--- config.mk ---
export PLATFORM = sky130hd
export DESIGN_NAME = instruction_sequencer
export DESIGN_NICKNAME = d
export VERILOG_FILES = /design/src/rtl/instruction_sequencer.sv
export SDC_FILE = /design/constraint.sdc
export NUM_CORES = 1
export LEC_CHECK = 0
export ABC_AREA = 1
export CORE_MARGIN = 2
export CORE_UTILIZATION = 46
export DETAILED_ROUTE_END_ITERATION = 7
export PLACE_DENSITY = 0.82
export SLEW_MARGIN = 15
export SYNTH_ARGS = -nofsm -noshare
export SYNTH_HDL_FRONTEND = slang
export SYNTH_SLANG_ARGS = --single-unit
--- constraint.sdc ---
create_clock -name i_clk -period 1.79 [get_ports i_clk]
set_input_delay 0.358 -clock i_clk [delete_from_list [all_inputs] [get_ports i_clk]]
set_output_delay 0.358 -clock i_clk [all_outputs]
set_load 0.05 [all_outputs]
--- src/rtl/instruction_sequencer.sv ---
// instruction_sequencer: fetch/execute controller for the accumulator CPU.
// Owns the program counter and fetches 16-bit words over a req/ack handshake.
// Holds the fetched word for the decoder and emits a one-cycle execute strobe
// per instruction. Supports run, single-step, halt and PC preload.
module instruction_sequencer #(
    parameter int         PC_WIDTH   = 8,
    parameter int         MEM_WAIT   = 1,
    parameter logic [3:0] NOP_OPCODE = 4'h0,
    parameter logic [3:0] LDM_OPCODE = 4'h6
) (
    input  logic                i_clk,
    input  logic                i_rst,
    input  logic                i_run,
    input  logic                i_step,
    input  logic                i_halt,
    input  logic                i_pc_load,
    input  logic [PC_WIDTH-1:0] i_pc_value,
    output logic [PC_WIDTH-1:0] o_pm_addr,
    output logic                o_pm_req,
    input  logic                i_pm_ack,
    input  logic [15:0]         i_pm_data,
    output logic [15:0]         o_instruction,
    output logic                o_exec_valid,
    output logic                o_busy,
    output logic [15:0]         o_retired
);

    // Word presented to the decoder whenever no instruction is in flight.
    localparam logic [15:0] NOP_WORD = {10'b0, NOP_OPCODE, 2'b00};

    // Wide enough to hold MEM_WAIT, and at least one bit when MEM_WAIT is 0.
    localparam int                CNT_W     = $clog2(MEM_WAIT + 2);
    localparam logic [CNT_W-1:0]  WAIT_INIT = CNT_W'(MEM_WAIT);
    localparam logic [CNT_W-1:0]  CNT_ONE   = CNT_W'(1);

    typedef enum logic [1:0] {
        IDLE     = 2'd0,
        FETCH    = 2'd1,
        WAIT_MEM = 2'd2,
        EXEC     = 2'd3
    } state_t;

    state_t              state_reg;
    logic [PC_WIDTH-1:0] pc_reg;
    logic [15:0]         instr_reg;
    logic                pm_req_reg;
    logic                exec_valid_reg;
    logic                busy_reg;
    logic [15:0]         retired_reg;
    logic                step_flag_reg;
    logic                halt_pending_reg;
    logic [CNT_W-1:0]    wait_cnt_reg;

    // Sequencer FSM; every output is registered and set on the edge that enters its state.
    always_ff @(posedge i_clk) begin
        if (i_rst) begin
            state_reg        <= IDLE;
            pc_reg           <= '0;
            instr_reg        <= NOP_WORD;
            pm_req_reg       <= 1'b0;
            exec_valid_reg   <= 1'b0;
            busy_reg         <= 1'b0;
            retired_reg      <= 16'd0;
            step_flag_reg    <= 1'b0;
            halt_pending_reg <= 1'b0;
            wait_cnt_reg     <= '0;
        end else begin
            case (state_reg)
                IDLE: begin
                    halt_pending_reg <= 1'b0;
                    instr_reg        <= NOP_WORD;
                    exec_valid_reg   <= 1'b0;
                    pm_req_reg       <= 1'b0;
                    busy_reg         <= 1'b0;
                    if (i_pc_load) begin
                        pc_reg <= i_pc_value;
                    end else if (i_halt) begin
                        state_reg <= IDLE;
                    end else if (i_run) begin
                        state_reg     <= FETCH;
                        step_flag_reg <= 1'b0;
                        pm_req_reg    <= 1'b1;
                        busy_reg      <= 1'b1;
                    end else if (i_step) begin
                        state_reg     <= FETCH;
                        step_flag_reg <= 1'b1;
                        pm_req_reg    <= 1'b1;
                        busy_reg      <= 1'b1;
                    end
                end

                FETCH: begin
                    if (i_halt) begin
                        halt_pending_reg <= 1'b1;
                    end
                    // The request stays up until acknowledged; nothing but reset aborts it.
                    if (i_pm_ack) begin
                        instr_reg  <= i_pm_data;
                        pc_reg     <= pc_reg + PC_WIDTH'(1);
                        pm_req_reg <= 1'b0;
                        if (MEM_WAIT > 0 && i_pm_data[5:2] == LDM_OPCODE) begin
                            state_reg    <= WAIT_MEM;
                            wait_cnt_reg <= WAIT_INIT;
                        end else begin
                            state_reg      <= EXEC;
                            exec_valid_reg <= 1'b1;
                        end
                    end
                end

                WAIT_MEM: begin
                    if (i_halt) begin
                        halt_pending_reg <= 1'b1;
                    end
                    wait_cnt_reg <= wait_cnt_reg - CNT_ONE;
                    if (wait_cnt_reg == CNT_ONE) begin
                        state_reg      <= EXEC;
                        exec_valid_reg <= 1'b1;
                    end
                end

                EXEC: begin
                    retired_reg    <= retired_reg + 16'd1;
                    exec_valid_reg <= 1'b0;
                    instr_reg      <= NOP_WORD;
                    if (step_flag_reg || halt_pending_reg || i_halt || !i_run) begin
                        state_reg        <= IDLE;
                        busy_reg         <= 1'b0;
                        halt_pending_reg <= 1'b0;
                    end else begin
                        state_reg  <= FETCH;
                        pm_req_reg <= 1'b1;
                    end
                end

                default: begin
                    state_reg <= IDLE;
                end
            endcase
        end
    end

    assign o_pm_addr     = pc_reg;
    assign o_pm_req      = pm_req_reg;
    assign o_instruction = instr_reg;
    assign o_exec_valid  = exec_valid_reg;
    assign o_busy        = busy_reg;
    assign o_retired     = retired_reg;

endmodule

==> results of run 1 <==
## through the flow
| step | total power [W] | hold WS [ns] | instance area, sq um | cells | setup slack, ns |
|---|---|---|---|---|---|
| after floorplan | 0.00337 | 0.448 | 2390 | 344 | 0.208 |
| after global placement | 0.00402 | 0.434 | 3100 | 484 | 0.115 |
| after detailed placement | 0.00407 | 0.440 | 3100 | 484 | 0.0553 |
| after CTS | 0.00471 | 0.453 | 3180 | 492 | 0.0712 |
| after global routing | 0.00499 | 0.489 | 3190 | 493 | 0.0228 |
| final | 0.00470 | 0.451 | 3190 | 493 | 0.172 |
## final cells by class
class                           instances  area (sq um)
Multi-Input combinational cell        245          1200
Sequential cell                        49           983
Clock inverter                          1          7.51
Timing Repair Buffer                   83           698
Inverter                               38           143
Clock buffer                            7          76.3
Tap cell                               70          87.6
Fill cell                             467          1850
## power groups by stage
stage	logic [W]	clock network (W)	registers (W)
finish	0.00250	0.000633	0.00157
global route	0.00268	0.000699	0.00161
CTS	0.00248	0.000658	0.00157
detailed placement	0.00248	0	0.00159
global placement	0.00244	0	0.00158
floorplan	0.00105	0	0.00232
## how the worst max path moves through the flow
stage	slack, ns	cells past startpoint	from	to
3_5_place_dp	0.06	9	i_pm_ack	o_pm_addr[7]
6_report	0.17	9	state_reg[0]	o_pm_addr[7]
5_1_grt	0.02	9	state_reg[0]	o_pm_addr[7]
3_3_place_gp	0.12	8	i_pm_ack	o_pm_addr[0]
4_1_cts	0.07	9	state_reg[0]	o_pm_addr[7]
2_1_floorplan	0.21	8	o_retired[0]	o_retired[14]
## worst reg2reg max path, cell delays in order (launching register included)
cell and delay (ns):
dfxtp_2 0.37, inv_1 0.08, ha_1 0.25, inv_2 0.10, nand2_1 0.09, a21oi_4 0.26
inv_2 0.11, nor2_1 0.11, nand2_1 0.07, a21oi_1 0.12
## cells in the mapped netlist
| cell type | number |
|---|---|
| a21oi_4 | 1 |
| nand2_1 | 78 |
| nand4_1 | 5 |
| a21oi_1 | 43 |
| o21ai_4 | 1 |
| inv_2 | 5 |
| buf_6 | 1 |
| nand2_4 | 1 |
| nor2_1 | 41 |
| o22ai_1 | 1 |
| dfxtp_1 | 49 |
| nor3_1 | 5 |
| nand3_1 | 29 |
| a211oi_1 | 1 |
| buf_4 | 3 |
| o21a_1 | 1 |
| inv_1 | 33 |
| a31oi_1 | 1 |
| clkbuf_1 | 3 |
| buf_1 | 1 |
| xor2_1 | 2 |
| a21o_1 | 1 |
| nor2_2 | 2 |
| o21ai_0 | 20 |
| o21ai_1 | 1 |
| buf_2 | 4 |
| o211ai_1 | 3 |
| ha_1 | 7 |
| and3_1 | 1 |
## per-layer routing
metal / wire, microns / part of all wire, % / GRT usage [%] / up-vias
li1: - / - / - / 1281
met1: 2640 / 45 / 24.6 / 1133
met2: 2750 / 47 / 35.3 / 72
met3: 378 / 6.5 / 5.09 / 9
met4: 78 / 1.3 / 5.82 / 0
met5: 0 / 0 / 0 / -
## timing repair
action,CTS,global route
setup endpoints to repair,0,5
gates resized for setup,0,4
setup buffers,0,1
## cells by family after synthesis
group	synth area share, %
AO/OA/AOI/OAI	17.2
XOR/XNOR	0.734
adder cells (fa/ha/maj)	3.67
buffers and inverters	8.86
flip-flops	41.1
AND/OR/NAND/NOR	28.4
==> flow_summary.toml, run 1 <==
[status]
outcome = "finished, final reports clean"

[power]
p_per_area_mw_per_mm2 = 1470
power.share.clock_pct = 13.5
p_comb_share_pct = 53.1
power.leakage_nw = 1.36
power_switching_w = 0.00227
peakVddDrop_uv = 818
sw_frac_of_total_pct = 48.3
p_seq_share_pct = 33.4
p_int_w = 0.00243

[synthesis]
synthTopCellsByArea = "dfxtp_1, nand2_1, a21oi_1, nor2_1, nand3_1"
yosysWarnings = 0
ys_seq_area_share_pct = 41.1
synthesis.area_sq_mm = 0.00239
ys_types = 29
synthCells = 344
synth_area_per_cell_sq_um = 6.94
synth_fp_nets = 382
ys_ff_latch = 49
synth_area_leader_cell = "dfxtp_1"
yosysTopAreaCellShare_pct = 41.1

[sta]
rsz0062_at_grt = "false"
fin_crit_sh_pct = 90.4
slew-limit-headroom_pct = 80.8
finalCriticalPeriod_ns = 1.62
hold_viol_final = 0
clock.fmax_mhz = 618
setup_violations = 0
setup_tns_ns = 0
slew_viol_final = 0
tightestPinTransition_ns = 0.287
skew_ns = 0.00688

[drt]
drc = 0
avgRoutedWirePerCell_microns = 11.9
vias = 2495
antenna_left = 0
drtIter0Drc = 110
drt_pass1_iterations = 6
vias_per_cell = 5.06
drt-total-wl_microns = 5850

[global_route]
antenna_found_initial = 0
grt_max_degree = 24
grt_first_pass_wirelength_microns = 9790
grt_use_total_pct = 20.2
grt_pass1_vias = 2229
overflow = 0

[setup_path]
critPathArrivalTime_ns = 1.85
cp_cell_sequence = "inv_1, ha_1, inv_2, nand2_1, a21oi_4, inv_2, nor2_1, nand2_1, a21oi_1"
slowest_delay_ns = 0.37
rr_worst_depth = 9
timing.rr.start = "state_reg[0]"
cp-end-kind = "register"
worst-setup-path-type = "register to register"
rrSetupSlack_ns = 0.17
cp-start-kind = "register"
path_delay_family = "compound AO/OA/AOI/OAI gates"
crit_required_ns = 2.02
r2r-end = "o_pm_addr[7]"
crit_buf_inv = 3
crit_fanout = 8
cpMaxStageDelayCell = "dfxtp_2"

[place]
hpwl_microns = 4380
io_buffers = 73
routabilityCongestion = 0.871

[final_layout]
n_antenna_cell = 0
layout-area-overhead-vs-synth_pct = 33.8
mostFrequentLayoutCells = "nand2_1, buf_4, dfxtp_1"
final_common_cell = "nand2_1"
fin_nets = 460
drive_above_1_share_pct = 17.3
utilization_pct = 63.3

[min_path]
hp-class = "register to register"
hold_path_end = "o_pm_req"
min-delay-start = "o_pm_req"
min_path_cells = 2

[cts]
cts_buffers = 5
clkLatencyLatePin_ns = 0.30
tritoncts = "done"
cts_sinks = 49
cts_root_buffer = "clkbuf_8"
path_clk_slew_ns = 0.09
cts_hold_buf = 0
clk_path_buf_depth = 2
htreeDepth = 2

[floorplan]
io_pins = 74
initial_core_util_pct = 47.3
die_h_microns = 76.0
num_rows = 26
core_sq_mm = 0.00504
dieArea_sq_mm = 0.00578
die_width_microns = 76.0

[job]
cap_violations = 0
Power figures use the tool's default switching activity.
==> run 2: changes to the inputs <==
- CORE_UTILIZATION: 46 -> 42
- PLACE_DENSITY: 0.82 -> 0.79
- clock period: 1.79 -> 1.3 ns (I/O delays scaled with it)
==> flow_summary.toml, run 2 (synthesis results as in run 1) <==
[status]
outcome = "finished with violations"
failed_checks = "negative setup slack"

[power]
power_switching_w = 0.00387
power.leakage_nw = 1.75
peakVddDrop_uv = 1610
power.share.clock_pct = 10.1
p_comb_share_pct = 63.5
p_per_area_mw_per_mm2 = 2010
p_seq_share_pct = 26.4
p_int_w = 0.00492
sw_frac_of_total_pct = 44.0

[sta]
clock.fmax_mhz = 661
slew_viol_final = 0
rsz0062_at_grt = "true"
fin_ws_ns = -0.212
skew_ns = 0.00600
hold_viol_final = 0
tightestPinTransition_ns = 0.319
setup_violations = 35
hold_ws_ns = 0.501
finalCriticalPeriod_ns = 1.51
slew-limit-headroom_pct = 78.6
fin_crit_sh_pct = 116

[global_route]
grt_use_total_pct = 22.1
grt_max_degree = 24
antenna_found_initial = 0
grt_pass1_vias = 2562
grt_first_pass_wirelength_microns = 11100
overflow = 0

[cts]
htreeDepth = 2
tritoncts = "done"
cts_hold_buf = 0
cts_sinks = 49
clkLatencyLatePin_ns = 0.31
cts_buffers = 5
clk_path_buf_depth = 2
cts_root_buffer = "clkbuf_8"
path_clk_slew_ns = 0.09

[setup_path]
cpMaxStageDelayCell = "dfxtp_2"
crit_fanout = 7
worst-setup-path-type = "register to register"
cp-end-kind = "register"
slowest_delay_ns = 0.36
cp_cell_sequence = "inv_4, ha_4, nand2_4, inv_2, a21oi_4, buf_4, nand2_1, o21ai_1, a21oi_1"
critPathArrivalTime_ns = 1.72
cp-start-kind = "register"
crit_required_ns = 1.51

[final_layout]
utilization_pct = 79.4
fin_nets = 500
n_antenna_cell = 0
layout-area-overhead-vs-synth_pct = 83.2
drive_above_1_share_pct = 36.7
final_common_cell = "nand2_1"
mostFrequentLayoutCells = "nand2_1, buf_12, nor2_1"

[floorplan]
initial_core_util_pct = 43.3
core_sq_mm = 0.00551
die_width_microns = 79.4
dieArea_sq_mm = 0.00630
die_h_microns = 79.4
io_pins = 74
num_rows = 27

[drt]
drt_pass1_iterations = 5
drtIter0Drc = 165
antenna_left = 0
vias = 2826
avgRoutedWirePerCell_microns = 14.5
vias_per_cell = 5.28
drt-total-wl_microns = 7740
drc = 0

[place]
io_buffers = 73
hpwl_microns = 4920
routabilityCongestion = 0.842

[min_path]
hp-class = "register to register"

[job]
cap_violations = 0
-- run 2: cell types whose count changed in the layout (fill, tap and decap cells not counted), moves of 10 or more --
cell,previous run,this run
buf_6,0,11
buf_4,53,34
a21oi_1,43,33
dfxtp_1,47,34
nand2_1,78,67
buf_12,0,46
o21ai_0,20,8
o21ai_1,1,11
-- run 2: worst max-delay path: cells and delay by family (launching register included) --
kind                       cells  cell delay [ns]
DFF                            1             0.36
adders and majority gates      1             0.19
and+or+nand+nor                2             0.15
buffers and inverters          3             0.29
AOI/OAI and AO/OA              3             0.43
-- run 2: timing repair --
action | CTS | global route
endpoints found under the setup margin | 35 | 40
resized for setup | 37 | 41
gates cloned | 2 | 1
setup buffers | 11 | 9
pin swaps | 20 | 19
hold endpoints to repair | 0 | 0
-- run 2: worst paths after layout --
kind                              startpoint           end  slack [ns]  cells past startpoint
worst min-delay path                o_pm_req      o_pm_req        0.50                      2
worst max register to register  state_reg[1]  o_pm_addr[3]       -0.21                      9
worst min register to register      o_pm_req      o_pm_req        0.50                      2
worst max-delay path            state_reg[1]  o_pm_addr[3]       -0.21                      9
-- run 2: power by group through the flow --
| stage | Clock [W] | Sequential [W] | Combinational, W |
|---|---|---|---|
| detailed placement | 0 | 0.00232 | 0.00465 |
| finish | 0.000887 | 0.00232 | 0.00559 |
| global placement | 0 | 0.00231 | 0.00454 |
| CTS | 0.000888 | 0.00231 | 0.00519 |
| global route | 0.000965 | 0.00237 | 0.00588 |
| floorplan | 0 | 0.00321 | 0.00157 |
-- run 2: routing by layer --
layer / share of wire (%) / GRT usage, % / vias to the layer above
li1: - / - / 1360
met1: 37 / 23.5 / 1314
met2: 54 / 41.1 / 129
met3: 6.8 / 6.79 / 23
met4: 2.7 / 7.59 / 0
met5: 0 / 0 / -
-- run 2: stage by stage --
| stage | cell area [sq um] | instances | setup TNS [ns] | worst slack, ns | power, W |
|---|---|---|---|---|---|
| floorplan | 2450 | 344 | -2.86 | -0.183 | 0.00478 |
| global route | 4370 | 535 | -7.60 | -0.278 | 0.00921 |
| detailed placement | 3880 | 506 | -7.14 | -0.332 | 0.00697 |
| finish | 4370 | 535 | -4.87 | -0.212 | 0.00880 |
| global placement | 3880 | 506 | -5.27 | -0.270 | 0.00685 |
| CTS | 4150 | 526 | -3.51 | -0.166 | 0.00838 |
-- run 2: area by class of cell --
cell class,instances,area (sq um)
Tap cell,72,90.1
Inverter,38,158
Timing Repair Buffer,122,1610
Timing Repair inverter,1,7.51
Sequential cell,49,1010
Fill cell,316,1130
Clock buffer,8,80.1
Multi-Input combinational cell,245,1420
